`config.mk`:
```
export PLATFORM = sky130hd
export DESIGN_NAME = i2s_if_gen
export DESIGN_NICKNAME = d
export VERILOG_FILES = /design/src/rtl/i2s_if_gen.sv
export SDC_FILE = /design/constraint.sdc
export NUM_CORES = 1
export LEC_CHECK = 0
export CORE_ASPECT_RATIO = 0.8
export CORE_MARGIN = 2
export CORE_UTILIZATION = 29
export DETAILED_ROUTE_END_ITERATION = 10
export SLEW_MARGIN = 5
export SYNTH_ARGS = -nofsm -noshare
export SYNTH_HDL_FRONTEND = slang
export SYNTH_SLANG_ARGS = --single-unit
```
`constraint.sdc`:
```
create_clock -name clk -period 3.1 [get_ports clk]
set_input_delay 0.31 -clock clk [delete_from_list [all_inputs] [get_ports clk]]
set_output_delay 0.31 -clock clk [all_outputs]
set_load 0.005 [all_outputs]
```
`src/rtl/i2s_if_gen.sv`:
```
// I2S / left-justified serial audio master: LRCK generation, stereo TX serialiser
// and RX deserialiser with a valid/ack holding register.
module i2s_if_gen #(
  parameter int SAMPLE_W = 16,
  parameter int DIV_W    = 10
) (
  input  logic                  clk,
  input  logic                  rst_n,
  output logic                  LRCK,
  output logic                  SDOUT,
  input  logic                  SDIN,
  output logic                  AUD_nRESET,
  input  logic                  tx_enable,
  input  logic                  rx_enable,
  input  logic                  mode_lj,
  input  logic                  mono,
  input  logic [DIV_W-1:0]      div_ratio,
  input  logic                  audio_reset,
  input  logic [2*SAMPLE_W-1:0] data_in,
  input  logic                  data_in_valid,
  output logic                  data_in_ack,
  output logic [2*SAMPLE_W-1:0] data_out,
  output logic                  data_out_valid,
  input  logic                  data_out_ack,
  output logic                  tx_underrun,
  output logic                  rx_overrun
);

  localparam int CW = $clog2(SAMPLE_W + 1) + 1;
  localparam logic [DIV_W-1:0] MIN_DIV = DIV_W'(SAMPLE_W + 1);

  typedef enum logic [2:0] {
    IDLE, LSTART, LDATA, LWAIT, RSTART, RDATA, RWAIT
  } state_t;

  state_t                state, state_nxt;
  logic [DIV_W-1:0]      cnt;
  logic [DIV_W-1:0]      eff_div;
  logic                  reload;
  logic                  any_en;
  logic                  tx_go;
  logic [CW-1:0]         slot_cnt;
  logic [CW-1:0]         bit_idx;
  logic                  lj_eff;
  logic                  bit_act;
  logic                  last_bit;
  logic                  mode_r;
  logic                  rx_on;
  logic                  copy_pend;
  logic                  lrck_r;
  logic [SAMPLE_W-1:0]   tx_l, tx_r;
  logic [SAMPLE_W-1:0]   cur_word, shifted;
  logic [2*SAMPLE_W-1:0] rx_shift;

  assign any_en  = tx_enable | rx_enable;
  assign tx_go   = tx_enable & data_in_valid;
  assign eff_div = (div_ratio < MIN_DIV) ? MIN_DIV : div_ratio;
  assign reload  = (cnt == DIV_W'(1));

  // The START cycle of a slot uses the live mode; later cycles use the copy taken in LSTART.
  assign lj_eff   = (state == LSTART) ? mode_lj : mode_r;
  assign bit_act  = (state == LDATA) || (state == RDATA) ||
                    (((state == LSTART) || (state == RSTART)) && lj_eff);
  assign bit_idx  = lj_eff ? slot_cnt : (slot_cnt - CW'(1));
  assign last_bit = (bit_idx == CW'(SAMPLE_W - 1));

  assign data_in_ack = (state == LSTART) && tx_go;
  assign tx_underrun = (state == LSTART) && tx_enable && !data_in_valid;
  assign LRCK        = lrck_r;

  always_ff @(posedge clk or negedge rst_n) begin
    if (!rst_n) begin
      cnt <= DIV_W'(1);
    end else if ((state == IDLE) && !any_en) begin
      cnt <= DIV_W'(1);
    end else if (reload) begin
      cnt <= eff_div;
    end else begin
      cnt <= cnt - DIV_W'(1);
    end
  end

  always_ff @(posedge clk or negedge rst_n) begin
    if (!rst_n) begin
      state <= IDLE;
    end else begin
      state <= state_nxt;
    end
  end

  // With the minimum divider the last I2S bit lands on the reload cycle, so the
  // DATA states may have to skip WAIT and start the next slot directly.
  always_comb begin
    state_nxt = state;
    case (state)
      IDLE:   if (reload && any_en) state_nxt = LSTART;
      LSTART: state_nxt = LDATA;
      LDATA:  if (last_bit) state_nxt = reload ? RSTART : LWAIT;
      LWAIT:  if (reload) state_nxt = RSTART;
      RSTART: state_nxt = RDATA;
      RDATA: begin
        if (last_bit) begin
          if (reload) state_nxt = any_en ? LSTART : IDLE;
          else        state_nxt = RWAIT;
        end
      end
      RWAIT:  if (reload) state_nxt = any_en ? LSTART : IDLE;
      default: state_nxt = IDLE;
    endcase
  end

  always_ff @(posedge clk or negedge rst_n) begin
    if (!rst_n) begin
      slot_cnt <= '0;
      lrck_r   <= 1'b1;
    end else begin
      if ((state_nxt == LSTART) || (state_nxt == RSTART)) begin
        slot_cnt <= '0;
      end else if ((state == LSTART) || (state == LDATA) ||
                   (state == RSTART) || (state == RDATA)) begin
        slot_cnt <= slot_cnt + CW'(1);
      end
      lrck_r <= !((state_nxt == LSTART) || (state_nxt == LDATA) || (state_nxt == LWAIT));
    end
  end

  always_ff @(posedge clk or negedge rst_n) begin
    if (!rst_n) begin
      mode_r <= 1'b0;
      rx_on  <= 1'b0;
      tx_l   <= '0;
      tx_r   <= '0;
    end else if (state == LSTART) begin
      mode_r <= mode_lj;
      rx_on  <= rx_enable;
      tx_l   <= tx_go ? data_in[2*SAMPLE_W-1:SAMPLE_W] : '0;
      tx_r   <= tx_go ? (mono ? data_in[2*SAMPLE_W-1:SAMPLE_W] : data_in[SAMPLE_W-1:0]) : '0;
    end
  end

  always_comb begin
    cur_word = '0;
    case (state)
      LSTART:        cur_word = tx_go ? data_in[2*SAMPLE_W-1:SAMPLE_W] : '0;
      LDATA:         cur_word = tx_l;
      RSTART, RDATA: cur_word = tx_r;
      default:       cur_word = '0;
    endcase
    shifted = cur_word << bit_idx;
    SDOUT   = bit_act & shifted[SAMPLE_W-1];
  end

  // The copy runs one cycle after the last right bit so rx_shift already holds the word.
  always_ff @(posedge clk or negedge rst_n) begin
    if (!rst_n) begin
      rx_shift       <= '0;
      copy_pend      <= 1'b0;
      data_out       <= '0;
      data_out_valid <= 1'b0;
      rx_overrun     <= 1'b0;
    end else begin
      if (bit_act) rx_shift <= {rx_shift[2*SAMPLE_W-2:0], SDIN};
      copy_pend  <= (state == RDATA) && last_bit && rx_on;
      rx_overrun <= 1'b0;
      if (copy_pend) begin
        data_out       <= rx_shift;
        data_out_valid <= 1'b1;
        rx_overrun     <= data_out_valid && !data_out_ack;
      end else if (data_out_ack) begin
        data_out_valid <= 1'b0;
      end
    end
  end

  always_ff @(posedge clk or negedge rst_n) begin
    if (!rst_n) begin
      AUD_nRESET <= 1'b0;
    end else begin
      AUD_nRESET <= !audio_reset;
    end
  end

endmodule

```
==> run summary <==
OpenSTA, run right after detailed placement, puts the worst setup slack at -0.210 ns. The total leakage power is 0.00351 uW. Power density normalized to cell area: 958 nW/um^2.

The first global-routing pass estimated 23100 microns of wire. The run gives 21200 sq um as the die area. The slew at the pin closest to its max-slew limit works out to 0.821 ns. By area, the combinational part of the netlist is dominated by multiplexers.

For the worst hold-check slack, the log shows -0.0176 ns. The width of the die is 162 microns. The clock edge transition at the registers on the reported setup and hold paths is 0.05 ns, and the source-to-sink clock delay at the later pin of the worst-skew pair is 0.41 ns. The synthesized cell area was 5810 sq um; the count of placed standard cells including taps was 861. The minimum clock period after layout was 3.04 ns; the count of clock tree sinks was 122.

Number of nets with antenna violations after routing: 0. 91 I/O pins were placed. Number of standard-cell rows in the floorplan: 46.

STA classifies the critical path endpoint as a primary output. The instance count of the mapped netlist came out at 501. The tightest min-delay check is of the in2async type. For this block, wires on met1 add up to 6460 microns. Across the VDD grid, the largest voltage drop is 0.000305 V. After Yosys synthesis, XOR and XNOR cells account for 1.96% of the synthesized area.

Summing the areas of all fa, ha and maj instances in the mapped netlist gives 0.861% of the synthesized area. The total DRC errors in the routed layout was 0; the final antenna diode count was 0. The share of layout cells above drive strength 1 is 26.0%, and the net count after synthesis is 557. The via count of the first global-routing pass is 4619. The highest clock rate was 329 MHz; the number of warnings printed during yosys synthesis was 0.

The number of buffers created by CTS is 17, and the arrival time at the worst endpoint is 2.73 ns. From bottom edge to top edge, the die measures 131 microns. Synthesis inferred 122 register bits. The worst path meets setup with 0.0632 ns of slack.

Dividing the detail-routed via count by the number of cells gives 4.92. In the final layout, the multi-input gates occupy 2640 sq um. Routability-driven placement finished with a final weighted congestion of 0.831. Counting flops with an async set or reset pin after synthesis yields a share of 100%. For this run the aggregate overflow at the end of global routing stands at 0. The logs give 7 for the hold violation count in the final report and 63 for the largest net degree at the start of global routing. The routed design has 13800 microns of wire. The run gives 3060 sq um as the sequential cell area.

The synthesized netlist devotes 13.5% of its cell area to compound gates. Setup repair after global routing could not meet its margin everywhere. The simple logic cell fraction of the synthesized area is 10.1%, and the number of max-slew violations in the final report is 0.

The top routing layer in use was met4. For this block, the initial DRC count from the detailed router was 245. The worst pin sits at a relative slew slack of 45.3%.

Setup violations remaining at the end of the flow were counted as 0. The synthesized area per cell is 11.6 sq um. Sequential-to-total area share from yosys stat: 52.6%. The run gives 13.8% as the total routing usage reported by global routing. For the post-synthesis cell type count, the log shows 60.

For the final database, setup skew stands at 0.00828 ns. TritonCTS built the clock tree. The finished layout holds 894 standard cells, fillers aside. The count of buffers added on input and output ports is 90.

The number of flops mapped to enable cells by yosys was 0. After the last flow step, the layout net total stands at 673. The initial antenna violation count is 0. After routing, the total negative slack on setup checks comes to 0 ns. The logs give 7620 uW for the total power consumption of the routed design and 4 for the deepest level of the CTS H-tree.

For the met3 routed wirelength, the log shows 784 microns. After synthesis, the share of cell area in mux cells is 17.7%. The critical path startpoint was state[2].

The floorplan step defined a core boundary enclosing 19700 sq um. The worst setup path is launched from a flop. STA puts the critical path data required time at 2.79 ns. CTS placed an instance of sky130_fd_sc_hd__clkbuf_16 at the clock tree root. Highest net fanout along the worst path: 6.

The dominant synthesized flop cell is sky130_fd_sc_hd__dfrtp_1. The starting density of the core was 29.4%; the relative area change from synthesis to final layout was 36.7%. The startpoint identified for the worst register-to-register timing path is state[1]. Counting along the longest clock path gives a buffer depth of 2.

The kind of critical path is reg2out. For the max-capacitance violation count, the log shows 0. The flow ran to the end, but the final reports show violations. The number of filler cells placed in the layout is 1909. The share of the cycle needed by the critical path after routing was 98.0%.

The checks that failed: hold timing. The routed length on met2 was 6460 microns; the total vias in the final route was 4395. The routed wire length per instance came out at 15.5 microns.

For this run, the detailed router's first-pass iteration total came to 4. The HPWL after detailed placement is 9740 microns.
kinds of logic after synthesis:
group / after synthesis
AND/OR/NAND/NOR: 121
flip-flops: 122
XOR/XNOR: 13
AO/OA/AOI/OAI: 104
adder cells (fa/ha/maj): 4
multiplexers: 94
buffers and inverters: 43
routing by layer:
metal  GRT usage [%]  vias up
met5               0        -
met1            18.4     2202
met2            21.7      122
li1                -     2059
met3            4.42       12
met4            4.11        0
area by class of cell:
cell class / count / share of cell area, %
inverters: 10 / 0.472
clock buffers: 24 / 6.06
flip-flops and latches: 122 / 38.5
clock inverters: 8 / 2.11
multi-input cells: 336 / 33.3
repair buffers: 130 / 15.5
well taps: 264 / 4.16
worst max-delay path, stage by stage, from the launching register on:
cell and delay (ns):
sky130_fd_sc_hd__dfrtp_1 0.42, sky130_fd_sc_hd__or3b_4 0.47, sky130_fd_sc_hd__a211o_1 0.38, sky130_fd_sc_hd__xor2_2 0.19
sky130_fd_sc_hd__and2_1 0.21, sky130_fd_sc_hd__nand3_1 0.09, sky130_fd_sc_hd__o311ai_2 0.10, sky130_fd_sc_hd__a211oi_2 0.29
sky130_fd_sc_hd__buf_2 0.16
Yosys cell counts (10+ instances only):
master / count / area [sq um]
sky130_fd_sc_hd__dfrtp_1: 120 / 3000
sky130_fd_sc_hd__mux2_2: 67 / 754
sky130_fd_sc_hd__nand2_1: 39 / 146
sky130_fd_sc_hd__nor2_1: 34 / 128
sky130_fd_sc_hd__mux2i_1: 26 / 260
sky130_fd_sc_hd__clkbuf_1: 25 / 93.8
sky130_fd_sc_hd__o21ai_0: 22 / 110
sky130_fd_sc_hd__a21oi_1: 15 / 75.1
sky130_fd_sc_hd__a22o_1: 15 / 131
sky130_fd_sc_hd__a221oi_1: 10 / 87.6
sky130_fd_sc_hd__inv_1: 10 / 37.5
path summary, 6_finish.rpt:
| kind | to | slack [ns] | cells past startpoint |
|---|---|---|---|
| max in group asynchronous | rx_shift[6] | 2.29 | 2 |
| max | SDOUT | 0.06 | 8 |
| max reg2reg | slot_cnt[5] | 0.32 | 10 |
| min reg2reg | tx_l[0] | 0.48 | 2 |
| min in group clk | AUD_nRESET | 0.39 | 2 |
| min | cnt[7] | -0.02 | 1 |
per-stage QoR:
step | instance area [sq um] | util (%)
finish | 7950 | 40.3
global route | 7950 | 40.3
CTS | 7930 | 40.2
detailed placement | 7210 | 36.5
global placement | 7210 | 36.5
floorplan | 5810 | -
where the power goes:
group | leakage [uW] | internal [uW] | switching [uW]
sequential | 0.00157 | 2150 | 443
combinational | 0.00162 | 1480 | 1360
clock | 0.000314 | 1490 | 690
state kept, by name, indices dropped and copies added, names as in the netlist, 3 cells and up:
| register | cells |
|---|---|
| cnt | 10 |
| data_out | 32 |
| rx_shift | 32 |
| slot_cnt | 6 |
| state | 3 |
| tx_l | 16 |
| tx_r | 16 |
layout by cell type, fill, tap and decap left out, types with 3 or more instances in the layout:
master | synthesis | layout
sky130_fd_sc_hd__a21oi_1 | 15 | 14
sky130_fd_sc_hd__and3_1 | 4 | 4
sky130_fd_sc_hd__a221oi_1 | 10 | 10
sky130_fd_sc_hd__a22o_1 | 15 | 15
sky130_fd_sc_hd__nand2b_1 | 5 | 5
sky130_fd_sc_hd__inv_1 | 10 | 9
sky130_fd_sc_hd__xor2_1 | 5 | 4
sky130_fd_sc_hd__nand2_1 | 39 | 39
sky130_fd_sc_hd__nor3_1 | 5 | 5
sky130_fd_sc_hd__clkdlybuf4s50_1 | 0 | 88
sky130_fd_sc_hd__ha_1 | 4 | 4
sky130_fd_sc_hd__buf_4 | 3 | 36
sky130_fd_sc_hd__a31oi_1 | 3 | 3
sky130_fd_sc_hd__clkbuf_8 | 0 | 3
sky130_fd_sc_hd__nand3_1 | 8 | 8
sky130_fd_sc_hd__nor2_1 | 34 | 33
sky130_fd_sc_hd__mux2_2 | 67 | 66
sky130_fd_sc_hd__o21ai_0 | 22 | 22
sky130_fd_sc_hd__bufinv_16 | 0 | 5
sky130_fd_sc_hd__a22oi_1 | 3 | 3
sky130_fd_sc_hd__a211oi_1 | 7 | 6
sky130_fd_sc_hd__buf_6 | 2 | 3
sky130_fd_sc_hd__dfrtp_1 | 120 | 119
sky130_fd_sc_hd__nor4_1 | 4 | 3
sky130_fd_sc_hd__and2_1 | 4 | 3
sky130_fd_sc_hd__xnor2_1 | 8 | 8
sky130_fd_sc_hd__clkbuf_16 | 0 | 17
sky130_fd_sc_hd__clkbuf_1 | 25 | 4
sky130_fd_sc_hd__o221ai_1 | 4 | 4
sky130_fd_sc_hd__o31ai_1 | 4 | 4
sky130_fd_sc_hd__mux2i_1 | 26 | 25
sky130_fd_sc_hd__or4_1 | 4 | 4
repair_timing:
| item | 4_1_cts | 5_1_grt |
|---|---|---|
| setup endpoints to repair | 1 | 1 |
| setup buffers | 2 | 0 |
| hold buffers | 0 | 0 |
| pin swaps | 10 | 5 |
| gates resized for setup | 18 | 4 |
Note: power is estimated with default switching activity, not from simulation.
